File: src/rtl/riscv_tb_pkg.sv
// Shared types and widths for the run monitor and its trace FIFO.
package riscv_tb_pkg;

    typedef enum logic [1:0] {
        ST_IDLE   = 2'd0,
        ST_RSTSEQ = 2'd1,
        ST_RUN    = 2'd2,
        ST_DONE   = 2'd3
    } state_t;

    localparam int RD_W = 5;

    // One trace entry is {pc, rd, write_data}.
    function automatic int trace_width(input int xlen);
        return xlen + RD_W + xlen;
    endfunction

endpackage

File: src/rtl/trace_fifo.sv
// First-word-fall-through FIFO holding the writeback trace.
// A push while full is accepted only if a pop frees a slot on the same edge.
module trace_fifo #(
    parameter int WIDTH = 8,
    parameter int DEPTH = 16
) (
    input  logic                       i_clk,
    input  logic                       i_reset,
    input  logic                       i_clr,
    input  logic                       i_push,
    input  logic                       i_pop,
    input  logic [WIDTH-1:0]           i_din,
    output logic [WIDTH-1:0]           o_dout,
    output logic                       o_full,
    output logic                       o_empty,
    output logic [$clog2(DEPTH+1)-1:0] o_count
);
    localparam int AW = (DEPTH > 1) ? $clog2(DEPTH) : 1;
    localparam int CW = $clog2(DEPTH + 1);

    logic [WIDTH-1:0] r_mem [DEPTH];
    logic [AW-1:0]    r_wr_ptr;
    logic [AW-1:0]    r_rd_ptr;
    logic [CW-1:0]    r_count;
    logic             w_push;
    logic             w_pop;

    assign o_empty = (r_count == '0);
    assign o_full  = (r_count == CW'(DEPTH));
    assign w_pop   = i_pop && !o_empty;
    assign w_push  = i_push && (!o_full || w_pop);
    assign o_dout  = r_mem[r_rd_ptr];
    assign o_count = r_count;

    // Storage write; pointers alone define validity so no reset is needed here.
    always_ff @(posedge i_clk) begin
        if (w_push) r_mem[r_wr_ptr] <= i_din;
    end

    // Pointer and occupancy tracking; pointers wrap naturally at DEPTH (power of 2).
    always_ff @(posedge i_clk) begin
        if (i_reset || i_clr) begin
            r_wr_ptr <= '0;
            r_rd_ptr <= '0;
            r_count  <= '0;
        end else begin
            if (w_push) r_wr_ptr <= r_wr_ptr + AW'(1);
            if (w_pop)  r_rd_ptr <= r_rd_ptr + AW'(1);
            if (w_push && !w_pop)      r_count <= r_count + CW'(1);
            else if (!w_push && w_pop) r_count <= r_count - CW'(1);
        end
    end

endmodule

File: src/rtl/riscv_run_monitor.sv
// Run controller and commit monitor: sequences CPU reset, watches PC for a
// self-loop halt or timeout, and records register writebacks into a trace FIFO.
module riscv_run_monitor
    import riscv_tb_pkg::*;
#(
    parameter int XLEN         = 64,
    parameter int RESET_CYCLES = 2,
    parameter int TRACE_DEPTH  = 16,
    parameter int HALT_REPEAT  = 4,
    parameter int TIMEOUT      = 1024
) (
    input  logic                             i_clk,
    input  logic                             i_reset,
    input  logic                             i_start,
    output logic                             o_cpu_reset,
    input  logic [XLEN-1:0]                  i_pc,
    input  logic                             i_reg_write,
    input  logic [4:0]                       i_rd,
    input  logic [XLEN-1:0]                  i_write_data,
    input  logic                             i_trace_rd_en,
    output logic                             o_trace_valid,
    output logic [XLEN-1:0]                  o_trace_pc,
    output logic [4:0]                       o_trace_rd,
    output logic [XLEN-1:0]                  o_trace_data,
    output logic [$clog2(TRACE_DEPTH+1)-1:0] o_trace_count,
    output logic                             o_trace_overflow,
    output logic [1:0]                       o_state,
    output logic                             o_done,
    output logic                             o_timeout,
    output logic [31:0]                      o_cycle_count,
    output logic [31:0]                      o_wb_count
);
    localparam int TW  = trace_width(XLEN);
    localparam int RCW = (RESET_CYCLES > 1) ? $clog2(RESET_CYCLES) : 1;
    localparam int RPW = $clog2(HALT_REPEAT + 1);

    state_t          r_state;
    logic            r_cpu_reset;
    logic            r_done;
    logic            r_timeout;
    logic            r_overflow;
    logic [31:0]     r_cycle;
    logic [31:0]     r_wb;
    logic [RCW-1:0]  r_rst_cnt;
    logic [RPW-1:0]  r_rep;
    logic [XLEN-1:0] r_prev_pc;
    logic            r_prev_vld;

    logic            w_begin;
    logic            w_push_req;
    logic            w_drop;
    logic            w_full;
    logic            w_empty;
    logic [TW-1:0]   w_head;
    logic [31:0]     w_cyc_next;
    logic [31:0]     w_wb_next;
    logic [RPW-1:0]  w_rep_next;
    logic            w_halt;
    logic            w_tmo;

    assign w_begin    = i_start && ((r_state == ST_IDLE) || (r_state == ST_DONE));
    assign w_push_req = (r_state == ST_RUN) && i_reg_write && (i_rd != 5'd0);
    assign w_drop     = w_push_req && w_full && !i_trace_rd_en;
    assign w_cyc_next = (r_cycle == '1) ? r_cycle : r_cycle + 32'd1;
    assign w_wb_next  = (r_wb == '1) ? r_wb : r_wb + 32'd1;
    assign w_rep_next = (r_prev_vld && (i_pc == r_prev_pc)) ? r_rep + RPW'(1) : '0;
    assign w_halt     = (w_rep_next == RPW'(HALT_REPEAT));
    assign w_tmo      = (w_cyc_next >= 32'(TIMEOUT));

    trace_fifo #(
        .WIDTH (TW),
        .DEPTH (TRACE_DEPTH)
    ) u_fifo (
        .i_clk   (i_clk),
        .i_reset (i_reset),
        .i_clr   (w_begin),
        .i_push  (w_push_req),
        .i_pop   (i_trace_rd_en),
        .i_din   ({i_pc, i_rd, i_write_data}),
        .o_dout  (w_head),
        .o_full  (w_full),
        .o_empty (w_empty),
        .o_count (o_trace_count)
    );

    // Run FSM with its counters, halt detector and registered status outputs.
    always_ff @(posedge i_clk) begin
        if (i_reset) begin
            r_state     <= ST_IDLE;
            r_cpu_reset <= 1'b1;
            r_done      <= 1'b0;
            r_timeout   <= 1'b0;
            r_cycle     <= '0;
            r_wb        <= '0;
            r_rst_cnt   <= '0;
            r_rep       <= '0;
            r_prev_pc   <= '0;
            r_prev_vld  <= 1'b0;
        end else begin
            case (r_state)
                ST_IDLE, ST_DONE: begin
                    if (i_start) begin
                        r_state     <= ST_RSTSEQ;
                        r_cpu_reset <= 1'b1;
                        r_done      <= 1'b0;
                        r_timeout   <= 1'b0;
                        r_cycle     <= '0;
                        r_wb        <= '0;
                        r_rst_cnt   <= '0;
                        r_rep       <= '0;
                        r_prev_vld  <= 1'b0;
                    end
                end
                ST_RSTSEQ: begin
                    if (r_rst_cnt == RCW'(RESET_CYCLES - 1)) begin
                        r_state     <= ST_RUN;
                        r_cpu_reset <= 1'b0;
                    end else begin
                        r_rst_cnt <= r_rst_cnt + RCW'(1);
                    end
                end
                ST_RUN: begin
                    r_cycle    <= w_cyc_next;
                    r_prev_pc  <= i_pc;
                    r_prev_vld <= 1'b1;
                    r_rep      <= w_rep_next;
                    if (w_push_req) r_wb <= w_wb_next;
                    // Timeout takes precedence when both fire on one edge.
                    if (w_tmo || w_halt) begin
                        r_state   <= ST_DONE;
                        r_done    <= 1'b1;
                        r_timeout <= w_tmo;
                    end
                end
                default: r_state <= ST_IDLE;
            endcase
        end
    end

    // Sticky flag for writebacks lost because the trace was full.
    always_ff @(posedge i_clk) begin
        if (i_reset || w_begin) r_overflow <= 1'b0;
        else if (w_drop)        r_overflow <= 1'b1;
    end

    assign o_cpu_reset      = r_cpu_reset;
    assign o_state          = r_state;
    assign o_done           = r_done;
    assign o_timeout        = r_timeout;
    assign o_cycle_count    = r_cycle;
    assign o_wb_count       = r_wb;
    assign o_trace_overflow = r_overflow;
    assign o_trace_valid    = !w_empty;
    assign o_trace_pc       = w_empty ? '0 : w_head[TW-1 -: XLEN];
    assign o_trace_rd       = w_empty ? '0 : w_head[XLEN+4 : XLEN];
    assign o_trace_data     = w_empty ? '0 : w_head[XLEN-1:0];

endmodule

File: config.mk
export PLATFORM = sky130hd
export DESIGN_NAME = riscv_run_monitor
export DESIGN_NICKNAME = d
export VERILOG_FILES = /design/src/rtl/riscv_tb_pkg.sv /design/src/rtl/trace_fifo.sv /design/src/rtl/riscv_run_monitor.sv
export SDC_FILE = /design/constraint.sdc
export NUM_CORES = 2
export LEC_CHECK = 0
export ABC_AREA = 0
export BUFFER_PORTS_ARGS = -buffer_cell sky130_fd_sc_hd__buf_2
export CAP_MARGIN = 30
export CORE_MARGIN = 5
export CORE_UTILIZATION = 30
export DETAILED_ROUTE_END_ITERATION = 16
export SLEW_MARGIN = 10
export SYNTH_ARGS = -nofsm -noshare
export SYNTH_HDL_FRONTEND = slang
export SYNTH_SLANG_ARGS = --single-unit
File: constraint.sdc
create_clock -name i_clk -period 18.85 [get_ports i_clk]
set_input_delay 3.77 -clock i_clk [delete_from_list [all_inputs] [get_ports i_clk]]
set_output_delay 3.77 -clock i_clk [all_outputs]
set_load 0.05 [all_outputs]
==> run_results.csv <==
group,metric,value,unit
run_status,outcome,"finished clean",
sta,hold_viol_final,0,
global_routing,overflow,0,
clock_tree,numCtsBuffers,233,
floorplanning,io_pins,347,
floorplanning,row_count,199,
floorplanning,fp.dieH,554,um
critical_path,slowest_delay,0.85,ns
synthesis,synth_edf_count,2128,
worst_hold_path,min_to,"r_rep[2]",
critical_path,timing.critical_path.mode_cell,"buf_4",
synthesis,synth_seq_area_share,75.6,%
synthesis,synth_common_cells,"edfxtp_1, mux4_2, dfxtp_1",
drt,wl_per_cell,26.0,um
flow_run,cap_violations,0,
clock_tree,htree_levels,4,
clock_tree,clockBufferDepth,4,
drt,drtAntennaViolNets,0,
power,power,12500,uW
synthesis,synth.most_common_cell,"edfxtp_1",
place,place_congestion,0.786,
sta,rsz0062_at_grt,"false",
floorplanning,core-area,0.294,sq mm
clock_tree,insertion_delay,0.90,ns
synthesis,synth_top_cell_by_area,"edfxtp_1",
clock_tree,clockRootBuffer,"clkbuf_16",
power,ir_worst_vdd,0.0000785,V
critical_path,ff2ff_setup_slack,13.19,ns
synthesis,synth_area_leaders,"edfxtp_1, mux4_2, dfxtp_1",
drt,wl_met3,18.1,mm
sta,min_period_over_period,49.6,%
floorplanning,die_w,554,um
sta,finalCriticalPeriod,9.34,ns
global_routing,antenna_found_initial,88,
layout,num-nets-final,4675,
synthesis,synth_top_area_share,72.1,%
floorplanning,initial_core_util,30.1,%
power,p_leak,0.0316,uW
sta,max_slew_margin,32.1,%
drt,highest_layer,"met5",
drt,drc,0,
critical_path,critPathCaptureType,"output port",
critical_path,critPathBufInv,5,
synthesis,synth.distinct_cells,80,
sta,worst_pin_slew,1.02,ns
global_routing,track_usage,14.3,%
synthesis,synth.avg_cell_area,21.8,sq um
layout,finish.utilization,35.1,%
global_routing,grt_pass1_vias,44400,
synthesis,yosysWarnings,0,
critical_path,reg2reg_from,"o_state[1]",
critical_path,crit_arrival,5.57,ns
clock_tree,cts_tree,"built",
drt,wirelength,225,mm
synthesis,async_flop_share,0,%
layout,area_growth,16.5,%
clock_tree,ctsResizeCount,0,
drt,first_pass_iters,8,
critical_path,cp_slowest_cell,"dfxtp_4",
power,p_per_area,121,mW/mm^2
clock_tree,postCtsSetupBuffers,0,
place,dp_slack,9.53,ns
synthesis,syn_area,0.0886,sq mm
drt,wl_met1,93.7,mm
synthesis,syn_inst,4061,
drt,vias_per_cell,4.94,
worst_hold_path,hold-path-cell-count,1,
clock_tree,clock_sinks,2284,
sta,setup_viol,0,
sta,fin_setup_tns,0,ns
sta,skew,0.0755,ns
drt,drt_iter0_markers,4154,
sta,slew_viol_final,0,
worst_hold_path,min_from,"r_rep[2]",
critical_path,rr_worst_depth,8,
critical_path,cp.required,15.08,ns
sta,fmax,107,MHz
clock_tree,postCtsHoldBufs,0,
synthesis,syn_nets,4215,
clock_tree,clk_pin_slew,0.06,ns
critical_path,path_class,"flip-flop to output port",
global_routing,grt_max_degree,102,
critical_path,cp_max_fo,55,
critical_path,critical_path.cell_chain,"buf_4 > buf_4 > buf_4 > buf_16 > mux4_2 > mux4_2 > and2_1 > buf_2",
place,dp_hpwl,128,mm
global_routing,grt_pass1_wl,322,mm
synthesis,synthFlopType,"edfxtp_1",
layout,layout-drive-gt1-share,31.7,%
layout,num-fill-cells,27000,
critical_path,critPathTopFamily,"buffers and inverters",
sta,fin_ws,9.51,ns
place,io_buffer_count,346,
floorplanning,die_area,0.306,sq mm
worst_hold_path,hp-class,"flip-flop to flip-flop",
drt,vias,42800,
critical_path,startpoint_type,"flip-flop",
synthesis,synth-seq-cells,2284,
critical_path,reg2reg_to,"u_fifo.r_mem[10][63]",
drt,routed-wl-met2,107,mm
metal layers:
metal	track usage, %	vias up
li1	-	17900
met1	19.2	23000
met2	23.0	1477
met3	4.05	349
met4	3.56	38
met5	0	-
state kept, by name (all words and copies together) (netlist names), named ones only:
name / flops
r_prev_vld: 1
o_trace_overflow: 1
o_timeout: 1
o_wb_count: 32
o_cycle_count: 32
o_cpu_reset: 1
u_fifo.r_rd_ptr: 4
u_fifo.r_mem: 2128
r_rep: 3
u_fifo.o_count: 5
u_fifo.r_wr_ptr: 4
o_done: 1
r_rst_cnt: 1
o_state: 2
r_prev_pc: 64
area by class of cell:
type	instances	area, sq um	share of cell area [%]
timing repair buffer	443	2850	2.76
inverter	37	139	0.135
sequential	2284	67000	64.9
antenna	23	57.6	0.0557
clock inverter	129	1370	1.33
multi-input combinational	1522	20700	20.0
clock buffer	296	6200	6.00
tap	3919	4900	4.75
cell usage in the layout (no fill, tap or decap), drive strengths merged, types with 40 or more instances in the layout:
| cell type | instances |
|---|---|
| clkinv | 91 |
| a21oi | 43 |
| mux2i | 70 |
| edfxtp | 2128 |
| xor2 | 44 |
| mux4 | 665 |
| nor2 | 152 |
| inv | 41 |
| dfxtp | 156 |
| nand2 | 63 |
| buf | 443 |
| clkbuf | 296 |
| o21ai | 53 |
| xnor2 | 40 |
| and2 | 138 |
per-stage QoR:
| step | std cells | hold slack, ns | cell area [sq um] |
|---|---|---|---|
| floorplan | 4061 | 0.417 | 88600 |
| global placement | 8189 | 0.463 | 95200 |
| global route | 8636 | 0.507 | 103000 |
| finish | 8653 | 0.488 | 103000 |
| detailed placement | 8199 | 0.475 | 95500 |
| CTS | 8624 | 0.486 | 103000 |
how the worst max path moves through the flow:
| stage | start | to | cells after the start |
|---|---|---|---|
| after global routing | flip-flop | o_trace_data[40] | 7 |
| after global placement | i_rd[3] | u_fifo.r_mem[8][56] | 9 |
| final | flip-flop | o_trace_data[10] | 8 |
| after CTS | flip-flop | o_trace_data[10] | 7 |
| after detailed placement | i_rd[3] | u_fifo.r_mem[10][61] | 9 |
| after floorplan | i_rd[1] | u_fifo.r_mem[3][0] | 6 |
power by group:
group | switching, uW | internal [uW] | total (uW)
registers | 47.6 | 5610 | 5650
clock network | 1920 | 2650 | 4570
logic | 1460 | 814 | 2280
total | 3430 | 9070 | 12500
logic make-up after synthesis:
group | share of synthesized area, %
XOR/XNOR | 0.830
AND/OR/NAND/NOR | 3.18
adder cells (fa/ha/maj) | 0.234
flip-flops | 75.6
AO/OA/AOI/OAI | 1.23
buffers and inverters | 1.17
multiplexers | 17.7
(Power assumes the default switching activity.)
